**config.mk**
```make
export PLATFORM = sky130hd
export DESIGN_NAME = mem_port_arbiter
export DESIGN_NICKNAME = d
export VERILOG_FILES = /design/src/rtl/mem_port_arbiter.sv
export SDC_FILE = /design/constraint.sdc
export NUM_CORES = 1
export LEC_CHECK = 0
export ABC_AREA = 1
export BUFFER_PORTS_ARGS = -buffer_cell sky130_fd_sc_hd__buf_2
export CELL_PAD_IN_SITES_DETAIL_PLACEMENT = 1
export CELL_PAD_IN_SITES_GLOBAL_PLACEMENT = 2
export CORE_UTILIZATION = 31
export CTS_CLUSTER_DIAMETER = 50
export DETAILED_ROUTE_END_ITERATION = 10
export GPL_TIMING_DRIVEN = 0
export PLACE_DENSITY_LB_ADDON = 0.25
export SYNTH_ARGS = -nofsm -noshare
export SYNTH_HDL_FRONTEND = slang
export SYNTH_SLANG_ARGS = --single-unit
```
**constraint.sdc**
```tcl
create_clock -name clk -period 4 [get_ports clk]
set_input_delay 0.2 -clock clk [delete_from_list [all_inputs] [get_ports clk]]
set_output_delay 0.2 -clock clk [all_outputs]
set_load 0.02 [all_outputs]
```
**src/rtl/mem_port_arbiter.sv**
```systemverilog
// ---------------------------------------------------------------------------
// mem_port_arbiter
//
// Time-shares one single-port, byte-wide RAM between an instruction-fetch
// port (read only) and a data port (load/store). Each transaction moves one
// 32-bit little-endian word as four byte accesses at base..base+3, where
// byte k sits at base+k and maps to word bits [8k+7:8k].
//
// Timing, counted from the IDLE cycle in which the request is granted (cycle 0):
//   store: bytes written in cycles 1..4, d_ack in cycle 5
//   load : addresses in cycles 1..4, data captured in cycles 2..5, ack in cycle 6
// An IDLE cycle that carries an ack never grants. This gives a one-cycle
// turnaround, so a request held through its own ack is granted again in the
// next cycle.
//
// Configuration macro:
//   ARB_RR_EN  defined   : ties go to the port that was not granted last
//              undefined : fixed priority, the data port always wins a tie
//
// Ports:
//   clk, rst                  clock, synchronous active-high reset
//   i_req, i_addr             fetch request, byte address (bits [1:0] ignored)
//   i_ack, i_rdata            fetch done pulse, fetched word
//   d_req, d_we, d_addr,
//   d_wdata                   data request, 1=store, byte address, store word
//   d_ack, d_rdata            data done pulse, load word
//   mem_addr, mem_we,
//   mem_wdata, mem_rdata      byte RAM port (read data one cycle after address)
//   busy                      high whenever the FSM is not in IDLE
// ---------------------------------------------------------------------------
module mem_port_arbiter #(
  parameter int ADDR_W = 8
) (
  input  logic              clk,
  input  logic              rst,
  // instruction-fetch port
  input  logic              i_req,
  input  logic [ADDR_W-1:0] i_addr,
  output logic              i_ack,
  output logic [31:0]       i_rdata,
  // data port
  input  logic              d_req,
  input  logic              d_we,
  input  logic [ADDR_W-1:0] d_addr,
  input  logic [31:0]       d_wdata,
  output logic              d_ack,
  output logic [31:0]       d_rdata,
  // byte RAM
  output logic [ADDR_W-1:0] mem_addr,
  output logic              mem_we,
  output logic [7:0]        mem_wdata,
  input  logic [7:0]        mem_rdata,
  // status
  output logic              busy
);

  typedef enum logic [1:0] {
    IDLE = 2'd0,
    XFER = 2'd1,
    FIN  = 2'd2
  } state_t;

  state_t              r_state;
  logic [1:0]          r_cnt;
  logic [ADDR_W-1:2]   r_base_hi;   // word base; byte lane comes from r_cnt
  logic                r_we;
  logic [31:0]         r_wdata;
  logic                r_port_d;    // 1 = data port owns the transfer
  logic [23:0]         r_rbuf;      // load bytes 0..2; byte 3 lands directly
  logic [ADDR_W-1:0]   r_mem_addr;
  logic                r_mem_we;
  logic [7:0]          r_mem_wdata;

  logic                w_grant;
  logic                w_pick_d;
  logic [ADDR_W-1:0]   w_sel_addr;
  logic                w_sel_we;
  logic [1:0]          w_next_cnt;
  logic                w_unused_addr_lsbs;

  // Byte-lane bits of both addresses are ignored: transfers are word aligned.
  assign w_unused_addr_lsbs = ^{i_addr[1:0], d_addr[1:0]};

  // Acks are registered, so an ack-high cycle is always an IDLE cycle.
  assign w_grant = (r_state == IDLE) && (i_req || d_req) && !i_ack && !d_ack;

`ifdef ARB_RR_EN
  logic r_prefer_d;  // port that wins the next tie
  assign w_pick_d = d_req && (!i_req || r_prefer_d);
`else
  assign w_pick_d = d_req;
`endif

  assign w_sel_addr = w_pick_d ? d_addr : i_addr;
  // Fetches are always reads, whatever d_we happens to be.
  assign w_sel_we   = w_pick_d && d_we;
  assign w_next_cnt = r_cnt + 2'd1;

  assign mem_addr  = r_mem_addr;
  assign mem_wdata = r_mem_wdata;
  // NOTE: the strobe is masked by rst so that the byte in flight when a
  // synchronous reset is sampled is not written at that same edge.
  assign mem_we    = r_mem_we && !rst;
  assign busy      = (r_state != IDLE);

  // NOTE: all state updates use non-blocking assignments so every register
  // sees the pre-edge values of the others, independent of statement order.
  always_ff @(posedge clk) begin
    if (rst) begin
      r_state     <= IDLE;
      r_cnt       <= 2'd0;
      r_base_hi   <= '0;
      r_we        <= 1'b0;
      r_wdata     <= 32'd0;
      r_port_d    <= 1'b1;
      r_rbuf      <= 24'd0;
      r_mem_addr  <= '0;
      r_mem_we    <= 1'b0;
      r_mem_wdata <= 8'd0;
      i_ack       <= 1'b0;
      d_ack       <= 1'b0;
      i_rdata     <= 32'd0;
      d_rdata     <= 32'd0;
`ifdef ARB_RR_EN
      r_prefer_d  <= 1'b1;
`endif
    end else begin
      i_ack <= 1'b0;
      d_ack <= 1'b0;

      case (r_state)
        IDLE: begin
          if (w_grant) begin
            // Everything the transfer needs is captured here; later input
            // changes have no effect until the next grant.
            r_base_hi   <= w_sel_addr[ADDR_W-1:2];
            r_we        <= w_sel_we;
            r_wdata     <= d_wdata;
            r_port_d    <= w_pick_d;
            r_cnt       <= 2'd0;
            r_mem_addr  <= {w_sel_addr[ADDR_W-1:2], 2'b00};
            r_mem_we    <= w_sel_we;
            r_mem_wdata <= d_wdata[7:0];
            r_state     <= XFER;
`ifdef ARB_RR_EN
            r_prefer_d  <= !w_pick_d;
`endif
          end
        end

        XFER: begin
          // mem_rdata now holds the byte addressed in the previous cycle.
          case (r_cnt)
            2'd1:    r_rbuf[7:0]   <= mem_rdata;
            2'd2:    r_rbuf[15:8]  <= mem_rdata;
            2'd3:    r_rbuf[23:16] <= mem_rdata;
            default: ;
          endcase

          if (r_cnt == 2'd3) begin
            // mem_addr keeps its last value outside XFER.
            r_mem_we <= 1'b0;
            r_cnt    <= 2'd0;
            if (r_we) begin
              r_state <= IDLE;
              if (r_port_d) d_ack <= 1'b1;
              else          i_ack <= 1'b1;
            end else begin
              r_state <= FIN;
            end
          end else begin
            r_cnt       <= w_next_cnt;
            // The lane counter forms the low bits, so base 0xFC stops at 0xFF.
            r_mem_addr  <= {r_base_hi, w_next_cnt};
            r_mem_wdata <= r_wdata[{w_next_cnt, 3'b000} +: 8];
          end
        end

        FIN: begin
          r_state <= IDLE;
          if (r_port_d) begin
            d_rdata <= {mem_rdata, r_rbuf};
            d_ack   <= 1'b1;
          end else begin
            i_rdata <= {mem_rdata, r_rbuf};
            i_ack   <= 1'b1;
          end
        end

        default: r_state <= IDLE;
      endcase
    end
  end

endmodule

```
-- Yosys cells after proc, flatten, opt, wreduce, memory -nomap -nowiden
Index checks and enable logic that the tools add are counted.
- bits in registers: 151
- output and inout port bits: 84
- logic and storage cells: 74
- add/sub/neg operators: 1
- equality and inequality tests: 8
- shift-type cells: 1
- mux-type cells: 25
- bitwise operators: 1
- reductions and logical operators: 22
- operators with widths (kind ; number):
    $mux W8 ; 5
    $pmux W8 S2 ; 2
    $shiftx A32 B6 Y8 ; 1
    $reduce_and A2 Y1 ; 8
    $mux W2 ; 5
    $mux W1 ; 8
    $pmux W2 S2 ; 2
    $eq A2 B2 Y1 const B ; 3
    $ne A2 B2 Y1 const B ; 3
    $pmux W1 S2 ; 3
    $reduce_and A3 Y1 ; 2
    $logic_and A1 B1 Y1 ; 5
    $eq A2 B1 Y1 const B ; 2
    $reduce_bool A2 Y1 ; 2
    $logic_not A1 Y1 ; 3
    $add A2 B1 Y2 const B ; 1
    $logic_not A2 Y1 ; 1
    $logic_or A1 B1 Y1 ; 1
    $not A1 Y1 ; 1

-- Depth between registers and ports, before layout
- depth after elaboration: 6
- mapped depth: 12
- mapped depth without buffers: 10

-- Least setup slack after synthesis
OpenSTA, ideal clock, no wires.
- path kind: reg-to-reg
- start point: reg r_cnt[0]
- end point: reg r_mem_wdata[3] (netlist: mem_wdata[3])
- data arrival time: 1817 ps
- data required time: 3888 ps
- slack: 2072 ps
- stages on the path, launching flop included: 13
- period minus slack after synthesis: 1928 ps
- cells stage by stage: dfxtp_1 buf_2 inv_2 buf_4 ha_1 clkbuf_1 inv_1 nand3_1 nand2_1 nand2_1 nand2_1 nor2_1 nor2_1
- cells in the longest elaborated chain, start to end: 4
- ends and longest elaborated chain (item ; line ; source):
    from (decl) ; 64 ; logic [1:0] r_cnt;
    from (signal assigned) ; 172 ; r_cnt <= w_next_cnt;
    $add A2 B1 Y2 ; 97 ; assign w_next_cnt = r_cnt + 2'd1;
    $shiftx A32 B6 Y8 ; 175 ; r_mem_wdata <= r_wdata[{w_next_cnt, 3'b000} +: 8];
    $mux W8 ; 160 ; if (r_cnt == 2'd3) begin
    $pmux W8 S2 ; 131 ; case (r_state)
    to (signal assigned) ; 143 ; r_mem_wdata <= d_wdata[7:0];
    to (signal assigned) ; 175 ;
    to (decl) ; 72 ; logic [7:0] r_mem_wdata;
Parallel ways exist; a longest one is shown, timed or not. The select of a mux whose other input is x is not followed.
A chain may end at the register's enable or synchronous reset.

-- Final worst setup path
- start point: reg r_cnt[0]
- end point: reg r_mem_wdata[5] (netlist: mem_wdata[5])
The elaborated chain is that of the path after synthesis.

==> flow_metrics.tcl <==
set metrics [dict create \
    synth_nets 907 \
    die-area_um2 20000 \
    fin_ws_ns 1.27 \
    reg2reg_depth 12 \
    num_vias 5807 \
    clkTransAtPathRegs_ns 0.07 \
    vdd_drop_max_mv 0.322 \
    internal-power_w 0.00297 \
    drive_gt1_share_pct 20.2 \
    cts_tree "yes" \
    crit_required_ns 4.32 \
    switching_share_pct 33.9 \
    worstHoldPathType "input pin to flop" \
    cts_buffers 17 \
    clock.fmax_ghz 0.366 \
    grt_pass1_vias 5753 \
    dieWidth_um 141 \
    grt_max_degree 17 \
    grt_pass1_wl_mm 30.3 \
    clkPwrFrac_pct 36.9 \
    grt_util_met1_pct 25.8 \
    ios 145 \
    synth_area_leaders "dfxtp_1 (50%), nor2_1 (13%), o21ai_0 (11%), nand2_1 (8.7%), inv_1 (4.3%)" \
    finClkSkew_ns 0.00915 \
    drtAntennaViolNets 0 \
    ys_seq_elements 151 \
    areaGrowthSynthToFinish_pct 27.0 \
    regArea_um2 3020 \
    hp-start "rst" \
    core.rowCount 50 \
    fin_crit_ns 2.73 \
    hold_viol 0 \
    routed_wl_mm 18.9 \
    ctsHtreeMaxLevel 4 \
    io_buffers 139 \
    synth_compound_area_share_pct 15.4 \
    holdPathStages 2 \
    muxShareOfSynthArea_pct 0 \
    ctsLongestPathBuffers 2 \
    synthAdderAreaFrac_pct 1.66 \
    cp-end-kind "flop" \
    clock-root-buffer "clkbuf_16" \
    setup_viol 0 \
    status "completed" \
    yosysSeqAreaShare_pct 50.2 \
    rsz0062_at_grt "no" \
    wl_per_cell_um 14.9 \
    die_y_um 141 \
    synth.avg_cell_area_um2 7.19 \
    worstMarginPinSlew_ns 0.613 \
    setup-tns-final_ns 0 \
    pre_cts_slack_ns 1.25 \
    antenna_cells 0 \
    critPathLaunchType "flop" \
    finalCritPeriodShare_pct 68.2 \
    drc 0 \
    r2r-start "r_cnt[0]$_SDFFE_PP0P_" \
    start_util_pct 31.9 \
    yosysWarnings 0 \
    switching_power_w 0.00152 \
    met2_usage_pct 33.5 \
    cts_sinks 151 \
    power_frac_comb_pct 24.2 \
    ys_types 23 \
    routabilityCongestion 0.741 \
    synth-simple-area-share_pct 24.3 \
    syn_area_um2 6020 \
    drt_iter0_drc 212 \
    postCtsSetupRepairBufs 0 \
    critPathKind "flop to flop" \
    maxSlewHeadroom_pct 59.1 \
    antenna_found_initial 0 \
    dr.pass1.iters 4 \
    avgViaCountPerCell 4.58 \
    reg2reg_to "mem_wdata[5]$_SDFFE_PP0P_" \
    core_area_um2 18900 \
    num-fill-cells 2476 \
    dp_hpwl_mm 13.9 \
    multi_input_area_um2 2490 \
    final_util_pct 40.5 \
    gr-usage-met3_pct 3.31 \
    ctsHoldBuffers 0 \
    final_net_count 1065 \
    drv_slew 0 \
    synth_top_area_cell "dfxtp_1" \
    crit_fanout 10 \
    p_per_area_nw_per_um2 588 \
    insertion_delay_ns 0.43 \
    p_leak_nw 3.58 \
    max-cap-violations 0 \
    synth_top_family_by_area "simple AND/OR/NAND/NOR gates" \
    grt_use_total_pct 19.8 \
    cp.arrival_ns 3.05 \
    cts.repair.resized 0 \
    overflow 0 \
    syn_inst 838 \
    ff2ff_setup_slack_ns 1.27 \
    seqPwrFrac_pct 38.9 \
    min_to "r_state[1]$_SDFFE_PP0P_" \
    synth_xor_area_share_pct 0 \
    busiest_layer "met2" \
    yosys.area.top_type_share_pct 50.2 \
]
[worst max path at each step]
stage                           from  cells after the start  slack, ns                        end
6_report       r_cnt[0]$_SDFFE_PP0P_                     12       1.27  mem_wdata[5]$_SDFFE_PP0P_
5_1_grt        r_cnt[0]$_SDFFE_PP0P_                     12       1.08  mem_wdata[5]$_SDFFE_PP0P_
4_1_cts        r_cnt[0]$_SDFFE_PP0P_                     12       1.24  mem_wdata[5]$_SDFFE_PP0P_
3_5_place_dp   r_cnt[0]$_SDFFE_PP0P_                     12       1.25  mem_wdata[5]$_SDFFE_PP0P_
3_3_place_gp   r_cnt[0]$_SDFFE_PP0P_                     12       1.29  mem_wdata[5]$_SDFFE_PP0P_
2_1_floorplan  r_cnt[0]$_SDFFE_PP0P_                     12       2.07  mem_wdata[3]$_SDFFE_PP0P_
[layout make-up]
| class | instances | share of cell area (%) |
|---|---|---|
| well taps | 260 | 4.25 |
| clock inverters | 14 | 2.16 |
| repair buffers | 139 | 9.10 |
| plain buffers | 47 | 2.98 |
| flip-flops and latches | 151 | 39.5 |
| clock buffers | 18 | 5.74 |
| multi-input cells | 566 | 32.6 |
| inverters | 74 | 3.66 |
[cells in the mapped netlist]
| library cell | count |
|---|---|
| inv_1 | 69 |
| buf_4 | 1 |
| nor2_2 | 1 |
| clkinv_1 | 1 |
| inv_2 | 3 |
| clkbuf_1 | 22 |
| ha_1 | 8 |
| nor2_1 | 208 |
| inv_4 | 1 |
| nand2_2 | 1 |
| nand3_1 | 22 |
| clkbuf_2 | 1 |
| buf_6 | 3 |
| o21ai_0 | 134 |
| nand2_4 | 2 |
| o211ai_1 | 1 |
| buf_2 | 19 |
| nand2_1 | 139 |
| dfxtp_1 | 151 |
| a21oi_1 | 48 |
| o21a_1 | 1 |
| nand3_4 | 1 |
| buf_1 | 1 |
[per-layer routing]
layer | part of all wire, % | vias to the layer above
li1 | - | 2949
met1 | 49 | 2730
met2 | 47 | 114
met3 | 3.1 | 14
met4 | 1.0 | 0
met5 | 0 | -
[critical path: stages, from the launching register on]
cell      delay [ns]
dfxtp_1         0.41
buf_2           0.27
inv_2           0.13
buf_4           0.20
ha_1            0.28
clkbuf_1        0.47
inv_1           0.30
nand3_1         0.18
nand2_1         0.07
nand2_1         0.07
nand2_1         0.06
nor2_1          0.11
nor2_1          0.06
[state kept, by name, summed over array words and instances, names as in the netlist, 2 cells and up]
| register | flops |
|---|---|
| r_state | 2 |
| mem_addr | 8 |
| mem_wdata | 8 |
| r_wdata | 32 |
| d_rdata | 32 |
| r_cnt | 2 |
| i_rdata | 32 |
| r_rbuf | 24 |
| r_base_hi | 6 |
[power by group through the flow]
stage	Combinational [W]	Clock [W]	Sequential, W
4_1_cts	0.00111	0.00169	0.00175
3_3_place_gp	0.00108	0	0.00178
3_5_place_dp	0.00110	0	0.00178
5_1_grt	0.00124	0.00175	0.00177
2_1_floorplan	0.000687	0	0.00183
6_report	0.00109	0.00166	0.00175
[stage by stage]
stage          hold slack, ns  instance area (µm²)  power (W)  cells
4_1_cts                0.0436                 7650    0.00455   1269
2_1_floorplan           0.269                 6020    0.00252    838
3_3_place_gp            0.442                 7040    0.00286   1237
5_1_grt                0.0686                 7650    0.00477   1269
3_5_place_dp            0.444                 7040    0.00288   1237
6_report               0.0587                 7650    0.00449   1269
[kinds of logic after synthesis]
| logic type | after synthesis |
|---|---|
| compound gates | 184 |
| buf+inv | 121 |
| fa+ha+maj | 8 |
| flops | 151 |
| simple gates | 374 |
[layout by cell type (no fill, tap or decap)]
master / instances
nand2_2: 1
inv_2: 3
clkbuf_16: 17
inv_4: 1
o21a_1: 1
o211ai_1: 1
nand3_1: 22
dfxtp_1: 151
clkinvlp_4: 4
a21oi_1: 48
inv_1: 69
inv_6: 4
clkbuf_8: 1
buf_2: 158
bufinv_16: 2
nor2_2: 1
buf_4: 1
inv_8: 2
nor2_1: 208
clkinv_1: 1
buf_6: 3
clkbuf_1: 22
clkbuf_2: 1
nand3_4: 1
o21ai_0: 134
nand2_4: 2
buf_1: 1
clkinv_4: 2
nand2_1: 139
ha_1: 8
No activity file was read; power rests on OpenSTA's default activity.
